--- config.mk ---
export PLATFORM = sky130hd
export DESIGN_NAME = program_counter_flat
export DESIGN_NICKNAME = d
export VERILOG_FILES = /design/src/rtl/program_counter_if.sv /design/src/rtl/program_counter.sv /design/src/flat_wrapper.sv
export SDC_FILE = /design/constraint.sdc
export NUM_CORES = 1
export LEC_CHECK = 0
export BUFFER_PORTS_ARGS = -buffer_cell sky130_fd_sc_hd__buf_2
export CORE_MARGIN = 4
export CORE_UTILIZATION = 38
export DETAILED_ROUTE_END_ITERATION = 16
export MAX_ROUTING_LAYER = met4
export PLACE_DENSITY = 0.64
export SLEW_MARGIN = 25
export SYNTH_ARGS = -nofsm -noshare
export SYNTH_HDL_FRONTEND = slang
export SYNTH_SLANG_ARGS = --single-unit
--- constraint.sdc ---
create_clock -name clk -period 7.53 [get_ports clk]
set_input_delay 0 -clock clk [delete_from_list [all_inputs] [get_ports clk]]
set_output_delay 0 -clock clk [all_outputs]
set_load 0.02 [all_outputs]
--- src/rtl/program_counter_if.sv ---
// Fetch-side bus of the program counter: decode/ALU controls in, fetch address and status out.
interface program_counter_if;
    logic        stall;
    logic        branch;
    logic        zero;
    logic        jump;
    logic        jr_sel;
    logic [15:0] immediate_data;
    logic [25:0] jumpAdd;
    logic [31:0] jr_target;
    logic [31:0] read_adress;
    logic [31:0] pc_plus1;
    logic        fetch_valid;
    logic        halted;
    logic [31:0] instr_count;

    // master is the program counter itself: it owns the fetch address toward instruction memory
    modport master (
        input  stall, branch, zero, jump, jr_sel, immediate_data, jumpAdd, jr_target,
        output read_adress, pc_plus1, fetch_valid, halted, instr_count
    );

    modport slave (
        output stall, branch, zero, jump, jr_sel, immediate_data, jumpAdd, jr_target,
        input  read_adress, pc_plus1, fetch_valid, halted, instr_count
    );
endinterface

--- src/rtl/program_counter.sv ---
// Word-indexed fetch address generator: selects sequential/branch/jump/jr next PC,
// counts PC advances and freezes fetch once the next PC would fall outside instruction memory.
module program_counter #(
    parameter logic [31:0] RESET_PC   = 32'd0,
    parameter int unsigned IMEM_DEPTH = 2
) (
    input  logic         clk,
    input  logic         reset,
    program_counter_if.master bus
);

    typedef enum logic [1:0] {
        BOOT = 2'd0,
        RUN  = 2'd1,
        HALT = 2'd2
    } state_t;

    localparam logic [31:0] DEPTH32 = 32'(IMEM_DEPTH);

    state_t      state;
    state_t      state_next;
    logic [31:0] pc;
    logic [31:0] pc_plus1;
    logic [31:0] branch_target;
    logic [31:0] next_pc;
    logic [31:0] count;
    logic        past_end;
    logic        advance;

    assign pc_plus1      = pc + 32'd1;
    assign branch_target = pc_plus1 + {{16{bus.immediate_data[15]}}, bus.immediate_data};

    always_comb begin
        next_pc = pc_plus1;
        if (bus.jr_sel) begin
            next_pc = bus.jr_target;
        end else if (bus.jump) begin
            next_pc = {pc_plus1[31:26], bus.jumpAdd};
        end else if (bus.branch && bus.zero) begin
            next_pc = branch_target;
        end
    end

    // Negative branch offsets wrap to huge unsigned values, so one compare catches both ends
    assign past_end = (next_pc >= DEPTH32);
    assign advance  = (state == RUN) && !bus.stall && !past_end;

    always_ff @(posedge clk or posedge reset) begin
        if (reset) begin
            state <= BOOT;
        end else begin
            state <= state_next;
        end
    end

    always_comb begin
        state_next = state;
        case (state)
            BOOT:    state_next = RUN;
            RUN:     if (!bus.stall && past_end) state_next = HALT;
            HALT:    state_next = HALT;
            default: state_next = BOOT;
        endcase
    end

    always_comb begin
        bus.fetch_valid = 1'b0;
        bus.halted      = 1'b0;
        case (state)
            RUN:     bus.fetch_valid = 1'b1;
            HALT:    bus.halted      = 1'b1;
            default: ;
        endcase
    end

    always_ff @(posedge clk or posedge reset) begin
        if (reset) begin
            pc    <= RESET_PC;
            count <= 32'd0;
        end else if (advance) begin
            pc <= next_pc;
            if (count != 32'hFFFF_FFFF) begin
                count <= count + 32'd1;
            end
        end
    end

    assign bus.read_adress = pc;
    assign bus.pc_plus1    = pc_plus1;
    assign bus.instr_count = count;

endmodule
--- src/flat_wrapper.sv ---
// flat-port wrapper written by rule: the top's interface ports become plain ports
module program_counter_flat 
#(
    parameter logic [31:0] RESET_PC   = 32'd0,
    parameter int unsigned IMEM_DEPTH = 2
)
  (clk, reset, bus_stall, bus_branch, bus_zero, bus_jump, bus_jr_sel, bus_immediate_data, bus_jumpAdd, bus_jr_target, bus_read_adress, bus_pc_plus1, bus_fetch_valid, bus_halted, bus_instr_count);
  program_counter_if bus_i ();
  input  logic clk;
  input  logic reset;
  input wire logic [$bits(bus_i.stall)-1:0] bus_stall;
  input wire logic [$bits(bus_i.branch)-1:0] bus_branch;
  input wire logic [$bits(bus_i.zero)-1:0] bus_zero;
  input wire logic [$bits(bus_i.jump)-1:0] bus_jump;
  input wire logic [$bits(bus_i.jr_sel)-1:0] bus_jr_sel;
  input wire logic [$bits(bus_i.immediate_data)-1:0] bus_immediate_data;
  input wire logic [$bits(bus_i.jumpAdd)-1:0] bus_jumpAdd;
  input wire logic [$bits(bus_i.jr_target)-1:0] bus_jr_target;
  output wire logic [$bits(bus_i.read_adress)-1:0] bus_read_adress;
  output wire logic [$bits(bus_i.pc_plus1)-1:0] bus_pc_plus1;
  output wire logic [$bits(bus_i.fetch_valid)-1:0] bus_fetch_valid;
  output wire logic [$bits(bus_i.halted)-1:0] bus_halted;
  output wire logic [$bits(bus_i.instr_count)-1:0] bus_instr_count;
  assign bus_i.stall = bus_stall;
  assign bus_i.branch = bus_branch;
  assign bus_i.zero = bus_zero;
  assign bus_i.jump = bus_jump;
  assign bus_i.jr_sel = bus_jr_sel;
  assign bus_i.immediate_data = bus_immediate_data;
  assign bus_i.jumpAdd = bus_jumpAdd;
  assign bus_i.jr_target = bus_jr_target;
  assign bus_read_adress = bus_i.read_adress;
  assign bus_pc_plus1 = bus_i.pc_plus1;
  assign bus_fetch_valid = bus_i.fetch_valid;
  assign bus_halted = bus_i.halted;
  assign bus_instr_count = bus_i.instr_count;
  program_counter #(.RESET_PC(RESET_PC), .IMEM_DEPTH(IMEM_DEPTH)) u_core (.clk(clk), .reset(reset), .bus(bus_i));
endmodule
# Word-level counts from Yosys, hierarchy flattened
# Cells that the tools add are included.
# totals
in_bits,81
output_inout_bits,98
elab_cells,26
ff_bits,66
# classes
n_lt_le_gt_ge,1
muxes,7
n_eq_ne,4
add_sub_neg,3
n_reduce_logical,8
# ops
cell,count
$mux 32,3
$add 32x1->32 const B,2
$add 32x32->32,1
$ge 32x2->1 const B,1
$ne 32x32->1 const B,1
$pmux 2 s3,1
$logic_and 1x1->1,4
$eq 2x1->1 const B,1
$eq 2x2->1 const B,1
$logic_not 1->1,2
$logic_not 2->1,1
$mux 1,2
$mux 2,1
$ne 2x2->1 const B,1
$reduce_and 2->1,1

# Longest topological paths before layout
# logic_depth
ltp_word,9
mapped_depth,19
mapped_depth_nobuf,17

# Worst setup path before layout
# OpenSTA, ideal clock, no wires.
# synth_path
path_kind,register to register
start,"register u_core.pc[6], in the netlist u_core.bus.read_adress[6]"
end,"register u_core.count[23], in the netlist u_core.bus.instr_count[23]"
slack_ns,2.161
path_stages_with_launch,19
synth_period_minus_slack_ns,5.369
arrival_ns,5.238
path_buffers,3
t_required_ns,7.399
setup_ns,0.131
cell_sequence,dfrtp_1 > nand4_1 > clkbuf_1 > nor4_2 > xor2_1 > ha_1 > clkbuf_1 > a21oi_1 > o21ai_0 > a211oi_1 > o22ai_1 > or4b_1 > and3_1 > a2111oi_0 > nand4bb_1 > nor4_4 > buf_2 > nand4_1 > xnor2_1
# synth_between
elab_chain_len,9
# synth_rtl
element,line,text
start: declaration,program_counter.sv:22,logic [31:0] pc;
start signal: assignment,program_counter.sv:81,pc <= next_pc;
$add 32x1->32 (*),program_counter.sv:30,assign pc_plus1 = pc + 32'd1;
named net bus_pc_plus1[11],flat_wrapper.sv:20,output wire logic [$bits(bus_i.pc_plus1)-1:0] bus_pc_plus1;
$add 32x32->32,program_counter.sv:31,"assign branch_target = pc_plus1 + {{16{bus.immediate_data[15]}}, bus.immediate_data};"
$mux 32 (*),program_counter.sv:39,end else if (bus.branch && bus.zero) begin
$mux 32 (*),program_counter.sv:37,end else if (bus.jump) begin
$mux 32 (*),program_counter.sv:35,if (bus.jr_sel) begin
$ge 32x2->1 (*),program_counter.sv:45,assign past_end = (next_pc >= DEPTH32);
$logic_not 1->1 (*),program_counter.sv:46,assign advance = (state == RUN) && !bus.stall && !past_end;
$logic_and 1x1->1 (*),program_counter.sv:46,
$reduce_and 2->1 (no line) (*),--,
end signal: assignment,program_counter.sv:83,count <= count + 32'd1;
end: declaration,program_counter.sv:26,logic [31:0] count;
# Mark *: on every way through the listed nets, which the timed path passes. The rest lies on a longest branch.
# A chain may end at the register's enable or synchronous reset.

# Final worst setup path
# layout_path
start,"register u_core.pc[6], in the netlist u_core.bus.read_adress[6]"
end,"register u_core.count[1], in the netlist u_core.bus.instr_count[1]"
# layout_between
elab_chain_len,9
# layout_rtl
element,line
$add 32x1->32 (*),program_counter.sv:30
$add 32x32->32,program_counter.sv:31
$mux 32,program_counter.sv:39
$mux 32 (*),program_counter.sv:37
$mux 32 (*),program_counter.sv:35
$ge 32x2->1 (*),program_counter.sv:45
$logic_not 1->1 (*),program_counter.sv:46
$logic_and 1x1->1 (*),program_counter.sv:46
$reduce_and 2->1 (no line) (*),--
# Mark *: on every way between the ends. The rest lies on a longest branch, timed or not.

==> run metrics <==
Die Span Y 140 um; pwr/cell area 117 nW/um^2; PortBufs 178; RSZ-0062 raised after global routing false; utilization after layout 47.1%; main combinational cell family by area after synthesis simple AND/OR/NAND/NOR gates; CP Data Required Time 7.73 ns; critical-path cell list nand4_1, nor4_2, xor2_1, ha_1, a21oi_1, o21ai_0, a211oi_1, o22ai_1, or4b_1, and3_1, a2111oi_0, nand4bb_1, nor4_4, buf_4, nand2_1, mux2_1; Post-Place Cells 1191; synthesized cell area 6590 um^2; crit path DAT 6.63 ns; DRT iter0 DRCs 868; worst rel slew slack 46.0%; Internal 0.660 mW; antenna viol nets, final 0; first-pass GRT wire length 38400 um; endpoints failing hold 0; # diodes 0; status finished, final reports clean; Congestion Overflow GR 0; WL/cell 20.5 um; clk_lat worst skew 0.32 ns; HP Class input port to register; Fill cells 1713; DRT Wirelength 24800 um; maxcap violations 0; Die Width 140 um; Yosys reg bits 66; ys async rst share 100%; htree depth 3; GPL Wtd Cong 1.00; share of layout cells above drive strength 1 22.6%; Tcrit/Tclk final 85.3%; Fmax achieved 156 MHz; Clock power frac 40.4%; vias in the first global route 6726; Compound-Gate Fraction of Synth Area 22.2%; Core Region 16800 um^2; final-report max-slew violation count 0; Syn. warnings 0; Top FF cell, synth dfrtp_1; CP peak stage delay 0.71 ns; DP HPWL 19700 um; maximum clock insertion buffer count 2; post-route insts no fill 1208; sequential area share after synthesis 25.1%; CP max stage cell nor4_2; Peak VDD IR 0.0968 mV; Flop pwr share 39.5%; row count 47; CP endpoint kind register; number of synthesized flops with an enable pin 0; combinational share of power 20.0%; Root Buffer clkbuf_16; Total GRT Usage 25.0%; vias 7273; Post CTS Setup Buffer Count 0; Worst Path Class, Setup register to register; CTS tree yes; post-synthesis mux area share 1.44%; CP Launch Type register; Tightest Pin Transition 0.810 ns; Initial Util 39.3%; total negative slack 0 ns; crit path max fanout 64; DRC errors left 0; Final #Nets 1101; Cells after Synth 833; area delta synth->final 19.8%; clock transition at the registers of the reported paths 0.05 ns; endpoints failing setup 0; most frequent cells in the layout buf_2, nand2_1, dfrtp_1, nor2_1, xnor2_1; post-synthesis simple-gate area fraction 31.2%; antenna violations before repair 0; XOR/XNOR Fraction of Synth Area 9.04%; post-placement cell area 7610 um^2; syn_nets 951; number of clock sinks 66; largest net degree at the start of global routing 67; drt first pass iters 6; CTS buffer count 9; full die area 19500 um^2; Final Cell Area 7890 um^2; syn avg cell area 7.91 um^2; commonest non-fill, non-tap cell in the layout buf_2; Synth cell types 72; Post-Synth Adder-Cell Area 7.14%; Tmin final 6.42 ns; Final Skew 0.00776 ns; Net Sw Frac 28.4%; Via-to-Cell Ratio 6.02; num ports 179; Leakage 3.75 nW; Switch Pwr 0.262 mW
-- cells in the mapped netlist (4+ instances only) --
cell type | count | area, um^2
or4_1 | 5 | 37.5
or3_1 | 11 | 68.8
o211ai_1 | 10 | 75.1
ha_1 | 36 | 450
xor2_1 | 15 | 131
o311ai_0 | 4 | 35.0
nand2_1 | 78 | 293
clkbuf_1 | 39 | 146
nor4b_1 | 4 | 35.0
o21a_1 | 8 | 60.1
or2_2 | 4 | 25.0
a2111oi_0 | 4 | 35.0
and4_1 | 12 | 105
a21o_1 | 18 | 135
nand4_1 | 50 | 313
and3_1 | 22 | 138
nor3_1 | 26 | 130
nor2_1 | 59 | 221
mux2i_1 | 5 | 50.1
nand3_1 | 34 | 170
nor2b_1 | 30 | 188
a31oi_1 | 8 | 50.1
inv_1 | 22 | 82.6
o221a_2 | 6 | 67.6
o31ai_1 | 7 | 52.6
and2_1 | 7 | 43.8
xnor2_1 | 53 | 464
o21ai_0 | 37 | 185
o211a_1 | 4 | 40.0
a311oi_1 | 4 | 35.0
a211oi_1 | 13 | 97.6
dfrtp_1 | 66 | 1650
nor4_1 | 12 | 75.1
a21oi_1 | 51 | 255
-- worst paths after layout --
path	from	to	slack (ns)	cells after the start
max	u_core.bus.read_adress[6]$_DFFE_PP0P_	u_core.bus.instr_count[1]$_DFFE_PP0P_	1.11	16
max reg2reg	u_core.bus.read_adress[6]$_DFFE_PP0P_	u_core.bus.instr_count[1]$_DFFE_PP0P_	1.11	16
min reg2reg	u_core.bus.instr_count[11]$_DFFE_PP0P_	u_core.bus.instr_count[11]$_DFFE_PP0P_	0.48	1
min in group asynchronous	reset	u_core.bus.read_adress[4]$_DFFE_PP0P_	0.46	4
max in group asynchronous	reset	u_core.bus.instr_count[31]$_DFFE_PP0P_	6.54	4
min	bus_jr_target[0]	u_core.bus.read_adress[0]$_DFFE_PP0P_	0.04	5
-- logic make-up (layout without fill, tap and decap cells) --
kind of cell	count (synthesis)	in the layout
buf+inv	67	222
flops	66	66
compound gates	213	213
xor+xnor	68	68
simple gates	373	373
fa+ha+maj	37	37
mux	9	9
-- layout make-up --
type	count	area [um^2]	share of cell area, %
Tap cell	220	275	3.49
Timing Repair Buffer	182	923	11.7
Clock buffer	11	243	3.08
Clock inverter	5	30.0	0.381
Multi-Input combinational cell	700	4680	59.3
Sequential cell	66	1650	20.9
Inverter	24	90.1	1.14
-- power by group through the flow --
stage	Sequential, mW	Combinational [mW]	Clock, mW
finish	0.364	0.185	0.373
global route	0.365	0.200	0.397
CTS	0.364	0.181	0.385
detailed placement	0.371	0.180	0
global placement	0.370	0.180	0
floorplan	0.370	0.114	0
-- registers in the layout, summed over array words and instances, names as in the netlist --
register,count
u_core.state,2
u_core.bus.read_adress,32
u_core.bus.instr_count,32
-- per-layer routing --
metal	vias up	share of wire [%]	global-route usage (%)
li1	3452	-	-
met1	3412	45	34.4
met2	362	45	37.6
met3	47	8.4	4.70
met4	0	2.2	7.04
met5	-	0	-
-- per-stage QoR --
| step | hold WS [ns] | setup slack, ns | power [mW] |
|---|---|---|---|
| floorplan | 0.222 | 2.16 | 0.484 |
| global placement | 0.283 | 1.36 | 0.550 |
| detailed placement | 0.290 | 1.25 | 0.551 |
| CTS | 0.0156 | 1.24 | 0.930 |
| global route | 0.0575 | 0.591 | 0.963 |
| finish | 0.0416 | 1.11 | 0.922 |
-- worst max-delay path, delay by kind of cell (launching register included) --
kind	cells	cell delay, ns
flops	1	0.47
mux	1	0.35
xor+xnor	1	0.37
buf+inv	1	0.55
simple gates	7	2.49
fa+ha+maj	1	0.42
compound gates	5	1.62
-- timing repair --
action,CTS,global route
resized for setup,0,0
hold buffers,1,0
hold endpoints to repair,66,0
No activity file was read; power rests on OpenSTA's default activity.
